`config.mk`:
```
export PLATFORM = sky130hd
export DESIGN_NAME = sram_access_arbiter
export DESIGN_NICKNAME = d
export VERILOG_FILES = /design/src/rtl/sram_access_arbiter.sv
export SDC_FILE = /design/constraint.sdc
export NUM_CORES = 1
export LEC_CHECK = 0
export CAP_MARGIN = 10
export CORE_UTILIZATION = 43
export CTS_CLUSTER_SIZE = 40
export DETAILED_ROUTE_END_ITERATION = 7
export GPL_TIMING_DRIVEN = 1
export PLACE_DENSITY = 0.84
export SLEW_MARGIN = 10
export SYNTH_ARGS = -nofsm -noshare
export SYNTH_HDL_FRONTEND = slang
export SYNTH_SLANG_ARGS = --single-unit
```
`constraint.sdc`:
```
create_clock -name clk -period 4.3 [get_ports clk]
set_input_delay 0.43 -clock clk [delete_from_list [all_inputs] [get_ports clk]]
set_output_delay 0.43 -clock clk [all_outputs]
set_load 0.005 [all_outputs]
```
`src/rtl/sram_access_arbiter.sv`:
```
// Purpose: two-port arbiter sequencing SETUP/ACCESS/CAPTURE phases on a custom SRAM macro.
// Latency: gnt 1 cycle after acceptance, done/rdata 2+WAIT_CYCLES cycles after acceptance.
// Backpressure: requesters hold req until gnt; requests are only sampled in IDLE.
// Build option: define SRAM_ARB_RR_EN for round-robin arbitration (default is fixed priority, port 0 first).
module sram_access_arbiter #(
    parameter int ADDR_W      = 5,
    parameter int DATA_W      = 8,
    parameter int WAIT_CYCLES = 2
) (
    input  logic              clk,
    input  logic              rst_n,
    input  logic              req0,
    input  logic              we0,
    input  logic [ADDR_W-1:0] addr0,
    input  logic [DATA_W-1:0] wdata0,
    output logic              gnt0,
    output logic              done0,
    output logic [DATA_W-1:0] rdata0,
    input  logic              req1,
    input  logic              we1,
    input  logic [ADDR_W-1:0] addr1,
    input  logic [DATA_W-1:0] wdata1,
    output logic              gnt1,
    output logic              done1,
    output logic [DATA_W-1:0] rdata1,
    output logic              sram_csb,
    output logic              sram_web,
    output logic [ADDR_W-1:0] sram_addr,
    output logic [DATA_W-1:0] sram_din,
    input  logic [DATA_W-1:0] sram_dout,
    output logic              busy
);

    typedef enum logic [1:0] {IDLE, SETUP, ACCESS, CAPTURE} state_t;

    state_t              state, state_nxt;
    logic [3:0]          cnt, cnt_nxt;
    logic                owner, owner_nxt;
    logic                lat_we, lat_we_nxt;
    logic                csb_nxt, web_nxt;
    logic [ADDR_W-1:0]   sram_addr_nxt;
    logic [DATA_W-1:0]   sram_din_nxt;
    logic                gnt0_nxt, gnt1_nxt, done0_nxt, done1_nxt, busy_nxt;
    logic [DATA_W-1:0]   rdata0_nxt, rdata1_nxt;
    logic                accept;
    logic                win;

    assign accept = (state == IDLE) && (req0 || req1);

`ifdef SRAM_ARB_RR_EN
    logic last_gnt;

    // On a tie the port not granted last wins; a lone requester always wins.
    assign win = (req0 && req1) ? ~last_gnt : req1;

    always_ff @(posedge clk or negedge rst_n) begin
        if (!rst_n)
            last_gnt <= 1'b1;
        else if (accept)
            last_gnt <= win;
    end
`else
    assign win = ~req0;
`endif

    always_comb begin
        state_nxt     = state;
        cnt_nxt       = cnt;
        owner_nxt     = owner;
        lat_we_nxt    = lat_we;
        csb_nxt       = 1'b1;
        web_nxt       = 1'b1;
        sram_addr_nxt = sram_addr;
        sram_din_nxt  = sram_din;
        gnt0_nxt      = 1'b0;
        gnt1_nxt      = 1'b0;
        done0_nxt     = 1'b0;
        done1_nxt     = 1'b0;
        rdata0_nxt    = rdata0;
        rdata1_nxt    = rdata1;

        case (state)
            IDLE: begin
                if (accept) begin
                    state_nxt     = SETUP;
                    owner_nxt     = win;
                    lat_we_nxt    = win ? we1 : we0;
                    cnt_nxt       = 4'(WAIT_CYCLES);
                    csb_nxt       = 1'b0;
                    web_nxt       = win ? ~we1 : ~we0;
                    sram_addr_nxt = win ? addr1 : addr0;
                    sram_din_nxt  = win ? wdata1 : wdata0;
                    gnt0_nxt      = ~win;
                    gnt1_nxt      = win;
                end
            end
            SETUP: begin
                state_nxt = ACCESS;
                csb_nxt   = 1'b0;
                web_nxt   = ~lat_we;
            end
            ACCESS: begin
                if (cnt == 4'd1) begin
                    // Read data and done register together so the owner sees both in CAPTURE.
                    state_nxt = CAPTURE;
                    done0_nxt = ~owner;
                    done1_nxt = owner;
                    if (!lat_we) begin
                        if (owner)
                            rdata1_nxt = sram_dout;
                        else
                            rdata0_nxt = sram_dout;
                    end
                end else begin
                    cnt_nxt = cnt - 4'd1;
                    csb_nxt = 1'b0;
                    web_nxt = ~lat_we;
                end
            end
            CAPTURE: begin
                state_nxt = IDLE;
            end
            default: begin
                state_nxt = IDLE;
            end
        endcase

        busy_nxt = (state_nxt != IDLE);
    end

    always_ff @(posedge clk or negedge rst_n) begin
        if (!rst_n) begin
            state     <= IDLE;
            cnt       <= 4'd0;
            owner     <= 1'b0;
            lat_we    <= 1'b0;
            sram_csb  <= 1'b1;
            sram_web  <= 1'b1;
            sram_addr <= '0;
            sram_din  <= '0;
            gnt0      <= 1'b0;
            gnt1      <= 1'b0;
            done0     <= 1'b0;
            done1     <= 1'b0;
            rdata0    <= '0;
            rdata1    <= '0;
            busy      <= 1'b0;
        end else begin
            state     <= state_nxt;
            cnt       <= cnt_nxt;
            owner     <= owner_nxt;
            lat_we    <= lat_we_nxt;
            sram_csb  <= csb_nxt;
            sram_web  <= web_nxt;
            sram_addr <= sram_addr_nxt;
            sram_din  <= sram_din_nxt;
            gnt0      <= gnt0_nxt;
            gnt1      <= gnt1_nxt;
            done0     <= done0_nxt;
            done1     <= done1_nxt;
            rdata0    <= rdata0_nxt;
            rdata1    <= rdata1_nxt;
            busy      <= busy_nxt;
        end
    end

endmodule

```
; Yosys cells after proc, flatten, opt, wreduce, memory -nomap -nowiden
; Index checks and enable logic that the tools add are counted.
[word_totals]
out_inout_bits = 36
register_bits = 44
elab_cells = 60
inputBits = 40
[op_classes]
n_bitwise = 5
n_addsub = 1
reduce_logical = 9
n_eq_ne = 6
muxes = 24
[op_table]
columns = op, n
row1 = 2-to-1 mux 1 bit, 14
row2 = 2-to-1 mux 4 bit, 2
row3 = 2-to-1 mux 8 bit, 1
row4 = one-hot mux 2 bit (4 select lines), 1
row5 = one-hot mux 4 bit (2 select lines), 1
row6 = AND reduction 4 bit, 2
row7 = one-hot mux 1 bit (3 select lines), 2
row8 = 2-to-1 mux 5 bit, 1
row9 = inverter 1 bit, 5
row10 = "== test 2 bit, second input constant", 2
row11 = "== test 4 x 1 -> 1 bit, second input constant", 1
row12 = 2-to-1 mux 2 bit, 2
row13 = "inequality test 2 bit, second input constant", 2
row14 = nonzero test 2 bit, 2
row15 = "subtractor 4 x 1 -> 4 bit, second input constant", 1
row16 = AND reduction 3 bit, 1
row17 = "== test 2 x 1 -> 1 bit, second input constant", 1
row18 = logical NOT 2 bit, 1
row19 = AND reduction 2 bit, 1
row20 = logical AND 1 bit, 1
row21 = logical OR 1 bit, 1

; Logic depth before layout (Yosys ltp)
; Gate-level depths: netlist of the first run.
[depth]
ltp_word = 5
depth_mapped = 6
depth_no_buf = 5

; Worst setup path before layout of the first run
; OpenSTA, ideal clock, no wires.
[synth_timing]
path_type = register to register
from = register state[0]
to = register rdata0[0]
stages_incl_launch_ff = 6
period_less_slack_ns = 1.684
required_ns = 4.175
setup_time_ns = 0.125
arrival_ns = 1.559
slack_ns = 2.616
path_cell_list = dfrtp_1 -> inv_1 -> ha_1 -> nand4bb_2 -> nor3_4 -> mux2_2
[synth_via]
elab_chain_cells = 2
[synth_rtl]
columns = element, line_no
row1 = "start, declared", 36  ; state_t state, state_nxt;
row2 = "start signal, assigned", 149  ; state <= state_nxt;
row3 = == test 2 bit, 82  ; case (state)
row4 = AND reduction 4 bit (no line), --
row5 = "end signal, assigned", 161  ; rdata0 <= rdata0_nxt;
row6 = "end, declared", 18  ; output logic [DATA_W-1:0] rdata0,
; No other way between the ends.
; A chain may end at the register's enable or synchronous reset.

; Final worst setup path of the first run
[layout_timing]
from = input port req0
to = register busy
[layout_via]
elab_chain_cells = 5
[layout_rtl]
columns = element, line_no
row1 = "start, declared", 12  ; input logic req0,
row2 = logical OR 1 bit, 48  ; assign accept = (state == IDLE) && (req0 || req1);
row3 = logical AND 1 bit, 48
row4 = 2-to-1 mux 2 bit, 84  ; if (accept) begin
row5 = one-hot mux 2 bit (4 select lines), 82
row6 = via state_nxt[0], 36
row7 = nonzero test 2 bit, 128  ; busy_nxt = (state_nxt != IDLE);
row8 = via busy_nxt, 43  ; logic gnt0_nxt, gnt1_nxt, done0_nxt, done1_nxt, busy_nxt;
row9 = "end signal, assigned", 163  ; busy <= busy_nxt;
row10 = "end, declared", 31  ; output logic busy
; The timed path passes the listed nets, and every way through them passes these cells.

==> flow_summary_export.csv, run 1 <==
group,metric,value,unit
global_route,grt_pass1_vias,1554,
floorplanning,chipWidth,69.1,microns
global_route,track_usage,18.1,%
sta,finalHoldViolCount,0,
sta,fmax,439,MHz
critical_path,crit_required,4.47,ns
cts,h-tree-depth,2,
logic_synthesis,netlist_instances,157,
finish,fin_cells,287,
logic_synthesis,synth_xor_area_share,0,%
logic_synthesis,synth_top_area_share,54.3,%
cts,clk_pin_slew,0.07,ns
power,power_density,638,mW/mm^2
cts,numCtsBuffers,5,
logic_synthesis,synthMuxAreaShare,16.5,%
floorplanning,rows,24,
logic_synthesis,synth_fa_ha_area_share,3.88,%
floorplanning,die_h,69.1,microns
status,status,"finished clean",
sta,period_needed,2.28,ns
power,p_switching,0.000533,W
sta,finalClockSkew,0.00776,ns
global_route,grt_first_pass_wirelength,6920,microns
placement,hpwl,2820,microns
cts,cts_hold_buf,0,
critical_path,path_max_fanout,31,
cts,root_buffer,"clkbuf_8",
logic_synthesis,synth_top_family_by_area,"multiplexers",
route,routedWlPerCell,13.5,microns
logic_synthesis,ys_ff_latch,44,
critical_path,critical_path_class,"in -> reg",
logic_synthesis,yosys_warnings,0,
finish,drive_gt1_share,11.1,%
route,route.detailed.drc,0,
floorplanning,dieArea,0.00478,sq mm
cts,clock_sinks,44,
finish,antenna_cells,0,
route,first_pass_iters,4,
route,drt_iter0_markers,89,
logic_synthesis,synth-simple-area-share,12.7,%
critical_path,arrival,2.45,ns
logic_synthesis,synth_nets,203,
sta,tightest_slew,0.970,ns
power,p_leak,1.27,nW
critical_path,rr_worst_depth,5,
floorplanning,start_util,44.5,%
cts,cts_tree,"done",
critical_path,start_kind,"input port",
route,via_count,1468,
power,vdd_drop_max,318,uV
route,viasPerCell,5.11,
cts,ctsLongestPathBuffers,2,
route,postRouteAntennaNets,0,
logic_synthesis,synth_top_area_cell,"dfrtp_1",
sta,fin_tns_setup,0,ns
cts,cts_resized,0,
critical_path,timing.rr.start,"state[0]",
finish,area_growth,48.0,%
power,pwr-share-seq,39.6,%
route,wl,3860,microns
placement,gp_congestion,0.834,
sta,period_share,53.0,%
power,power_frac_clock,19.7,%
global_route,grt_max_degree,45,
global_route,grt-ovfl-total,0,
floorplanning,io_pins,76,
cts,cts_setup_buffers,0,
cts,insertion_delay,0.29,ns
placement,port_buffers,75,
power,swShare,29.2,%
logic_synthesis,avgSynthCellArea,12.3,sq um
power,intPower,0.00129,W
critical_path,regToRegSetupSlack,2.31,ns
sta,rsz0062_at_grt,"false",
logic_synthesis,synth_area,0.00194,sq mm
logic_synthesis,synthTopCellsByArea,"dfrtp_1 (54%), mux2i_1 (7.2%), mux2_2 (5.2%), o21ai_0 (4.7%), mux2_1 (4.1%)",
sta,slew_violations,0,
global_route,antenna_found_initial,0,
logic_synthesis,ys_seq_area_share,57.0,%
power,comb_power_share,40.7,%
critical_path,timing.rr.end,"rdata0[2]",
finish,layout.nets,281,
sta,setup_viol,0,
hold_path,hp-class,"in -> async",
sta,slew_headroom,35.3,%
placement,placedCellCount,280,
critical_path,cp-end-kind,"flip-flop",
logic_synthesis,synth-compound-area-share,7.82,%
job,drv_cap,0,
floorplanning,core_area,0.00435,sq mm
logic_synthesis,synth_cell_type_count,36,
## how the worst max path moves through the flow
stage                   from        end  slack, ns  cells past startpoint
floorplan           state[0]  rdata0[0]       2.62                      5
global placement        req0       busy       1.79                      5
detailed placement      req0       busy       1.68                      5
CTS                     req0       busy       1.99                      5
global route            req0       busy       1.81                      5
finish                  req0       busy       2.02                      5
## critical path: stages
cell             delay, ns
clkdlybuf4s50_1       0.40
buf_4                 0.23
o21ai_2               0.78
o221ai_1              0.32
or2_1                 0.29
## flip-flops by register name (all words and copies together) (netlist names)
| register | flops |
|---|---|
| rdata1 | 8 |
| sram_addr | 5 |
| rdata0 | 8 |
| owner | 1 |
| sram_din | 8 |
| busy | 1 |
| sram_web | 1 |
| cnt | 4 |
| gnt1 | 1 |
| gnt0 | 1 |
| state | 2 |
| done1 | 1 |
| lat_we | 1 |
| done0 | 1 |
| sram_csb | 1 |
## power by group through the flow
stage	Combinational [W]	Sequential [W]	Clock (W)
after detailed placement	0.000751	0.000731	0
after global routing	0.000825	0.000754	0.000383
after floorplan	0.000308	0.000733	0
after CTS	0.000755	0.000725	0.000369
after global placement	0.000723	0.000728	0
final	0.000744	0.000724	0.000360
## metrics by stage
step           setup slack, ns  total power [W]  hold WS (ns)  instance area (sq um)  utilization, %
5_1_grt                   1.81          0.00196         0.369                   2870            65.8
3_5_place_dp              1.68          0.00148         0.470                   2740            62.9
4_1_cts                   1.99          0.00185         0.316                   2870            65.8
6_report                  2.02          0.00183         0.284                   2870            65.8
2_1_floorplan             2.62          0.00104         0.134                   1940               -
3_3_place_gp              1.79          0.00145         0.462                   2740            62.9
## synthesized netlist by cell type
cell,number
or3b_2,1
o21ai_0,18
nor2_1,6
mux2_2,9
dfrtp_1,42
and2b_1,1
dfstp_2,2
nand2b_1,1
buf_2,2
clkbuf_1,3
a21o_1,1
a2bb2oi_1,1
o311ai_0,1
and4bb_2,1
o211ai_1,1
nand4_1,1
nor3b_1,1
o221ai_1,1
or4_1,1
nand3_1,1
ha_1,6
a2111oi_0,1
nand2_1,16
inv_1,5
or2_1,1
nand3b_1,2
and2_1,2
nand3b_4,1
a31oi_1,1
mux2_1,7
o21ai_1,1
nand4bb_2,1
nor3_4,1
nor2b_1,1
mux2i_1,14
nor3_1,2
## final cells by class
class | instances | area (sq um)
Clock buffer | 5 | 68.8
Inverter | 5 | 18.8
Clock inverter | 2 | 60.1
Tap cell | 52 | 65.1
Fill cell | 347 | 1490
Multi-Input combinational cell | 103 | 797
Timing Repair Buffer | 76 | 753
Sequential cell | 44 | 1100
## cells by family after synthesis
family	Yosys count
mux	30
flops	44
compound gates	26
fa+ha+maj	6
buf+inv	10
simple gates	41
## metal layers
metal,vias up,global-route usage [%],share of wire [%]
met1,699,22.2,42
met4,0,7.03,1.2
met5,-,0,0
met3,5,4.39,6.6
met2,57,30.7,50
li1,707,-,-
## cell usage in the layout (no fill, tap or decap), drive strengths merged, types with 2 or more instances in the layout
cell	instances
clkdlybuf4s50	74
dfrtp	42
o21ai	19
nand2	16
mux2	16
mux2i	14
nor2	6
ha	6
inv	5
clkbuf	5
nand3b	3
nor3	3
and2	2
bufinv	2
dfstp	2
buf	2
Power figures use the tool's default switching activity.
==> inputs of run 2 (changes only) <==
CORE_UTILIZATION = 39   (was 43)
PLACE_DENSITY = 0.81   (was 0.84)
clock period = 1.84 ns   (was 4.3 ns; I/O delays follow)
==> run 2 against run 1 <==
  * Routed wire length is 5.3% higher
  * Global-route usage fell by 0.67 points
  * Critical path depth is 1 higher
  * Core utilization is 3.6 points lower
  * Largest power group unchanged
  * Clock power up 110%
  * Combinational power grew 140%
  * Sequential share of layout area is 1.2 points lower
  * Critical endpoint is now rdata0[4]
  * Via count is 1.1% higher
  * Sequential power rose by 130%
  * Hold slack better by 0.078 ns
  * Final cell count increased by 8.7%
  * Non-clock buffer count up 9
==> flow_summary_export.csv, run 2 (synthesis gave the netlist of run 1 again) <==
group,metric,value,unit
status,status,"finished clean",
placement,gp_congestion,0.820,
finish,final_cell_mix,"clkdlybuf4s50_1 (74), dfrtp_1 (42), o21ai_0 (18), nand2_1 (16), mux2i_1 (14)",
route,postRouteAntennaNets,0,
floorplanning,core_area,0.00475,sq mm
finish,fin_cells,312,
critical_path,start_kind,"flip-flop",
global_route,track_usage,17.4,%
cts,clk_pin_slew,0.09,ns
floorplanning,dieArea,0.00525,sq mm
cts,h-tree-depth,2,
floorplanning,start_util,40.7,%
power,p_leak,1.31,nW
cts,ctsLongestPathBuffers,2,
finish,multi_input_area,801,sq um
route,routedWlPerCell,13.0,microns
cts,numCtsBuffers,5,
placement,hpwl,3170,microns
global_route,grt_first_pass_wirelength,6950,microns
placement,placedCellCount,302,
sta,finalClockSkew,0.0106,ns
sta,slew_headroom,71.4,%
job,drv_cap,0,
global_route,antenna_found_initial,0,
placement,port_buffers,75,
finish,reg_top3,"rdata0: 8 flops, rdata1: 8 flops, sram_din: 8 flops",
sta,period_needed,1.75,ns
global_route,grt_max_degree,19,
floorplanning,die_h,72.5,microns
hold_path,hp-class,"in -> async",
sta,period_share,95.1,%
route,route.detailed.drc,0,
critical_path,crit_required,2.01,ns
finish,antenna_cells,0,
power,power_density,1440,mW/mm^2
sta,finalHoldViolCount,0,
sta,fmax,572,MHz
finish,regArea,0.00110,sq mm
floorplanning,chipWidth,72.5,microns
sta,rsz0062_at_grt,"false",
route,first_pass_iters,4,
route,wl,4070,microns
route,viasPerCell,4.76,
finish,area_growth,52.8,%
cts,cts_tree,"done",
cts,insertion_delay,0.29,ns
floorplanning,io_pins,76,
global_route,grt-ovfl-total,0,
sta,tightest_slew,0.428,ns
sta,fin_tns_setup,0,ns
critical_path,arrival,1.92,ns
finish,layout_commonest_cell,"clkdlybuf4s50_1",
sta,slew_violations,0,
global_route,grt_pass1_vias,1445,
sta,setup_viol,0,
critical_path,cp-end-kind,"flip-flop",
cts,root_buffer,"clkbuf_8",
cts,clock_sinks,44,
route,via_count,1484,
finish,drive_gt1_share,14.3,%
route,drt_iter0_markers,50,
critical_path,path_max_fanout,8,
floorplanning,rows,25,
power,vdd_drop_max,673,uV
finish,fillerInstances,399,
finish,layout.nets,290,
critical_path,critical_path_class,"reg -> reg",
-- run 2: worst max-delay path, cell delays in order, from the launching register on --
cell	delay [ns]
dfrtp_1	0.41
inv_1	0.11
ha_1	0.22
nand4bb_2	0.17
nor3_4	0.25
buf_12	0.15
mux2_2	0.32
-- run 2: what timing repair did --
action / in CTS / in global routing
buffers inserted: 0 / 1
hold buffers: 1 / 0
resized for setup: 0 / 1
setup endpoints to repair: 0 / 9
endpoints found under the hold margin: 16 / 0
-- run 2: layout make-up --
type                            count  share of cell area (%)
Multi-Input combinational cell    103                    27.1
Sequential cell                    44                    37.3
Clock inverter                      3                    1.61
Timing Repair Buffer               85                    28.2
Tap cell                           67                    2.83
Clock buffer                        5                    2.33
Inverter                            5                   0.634
-- run 2: worst paths after layout --
check,from,to,slack [ns],cells past startpoint
worst max-delay path,state[0],rdata0[4],0.09,6
worst min-delay path,rst_n,rdata0[3],0.36,2
worst max register to register,state[0],rdata0[4],0.09,6
min in group clk,sram_din[1],sram_din[1],0.48,2
max in group asynchronous,rst_n,sram_web,0.85,3
worst min register to register,sram_din[1],sram_din[1],0.48,2
-- run 2: per-stage QoR --
step	power (W)	cell area (sq um)	hold WS, ns	setup slack (ns)	util [%]
floorplan	0.00243	1940	-0.112	0.156	-
global placement	0.00348	2810	0.142	0.148	59.1
detailed placement	0.00354	2810	0.150	0.100	59.1
CTS	0.00430	2940	0.362	0.0723	61.7
global route	0.00457	2960	0.402	0.0142	62.2
finish	0.00425	2960	0.362	0.0906	62.2
-- run 2: power by group --
part | internal, W | switching (W)
Sequential | 0.00143 | 0.000271
Clock | 0.000409 | 0.000334
Combinational | 0.00113 | 0.000682
-- run 2: layer usage --
metal / share of wire (%) / track usage [%]
met2: 49 / 27.7
met3: 6.7 / 4.72
met1: 43 / 23.4
met4: 0.89 / 5.23
met5: 0 / 0
==> inputs of run 3 (changes only) <==
CTS_CLUSTER_SIZE = 16   (was 40)
==> results of run 3 <==
Final layout, timing and power as in run 2 (identical DEF).
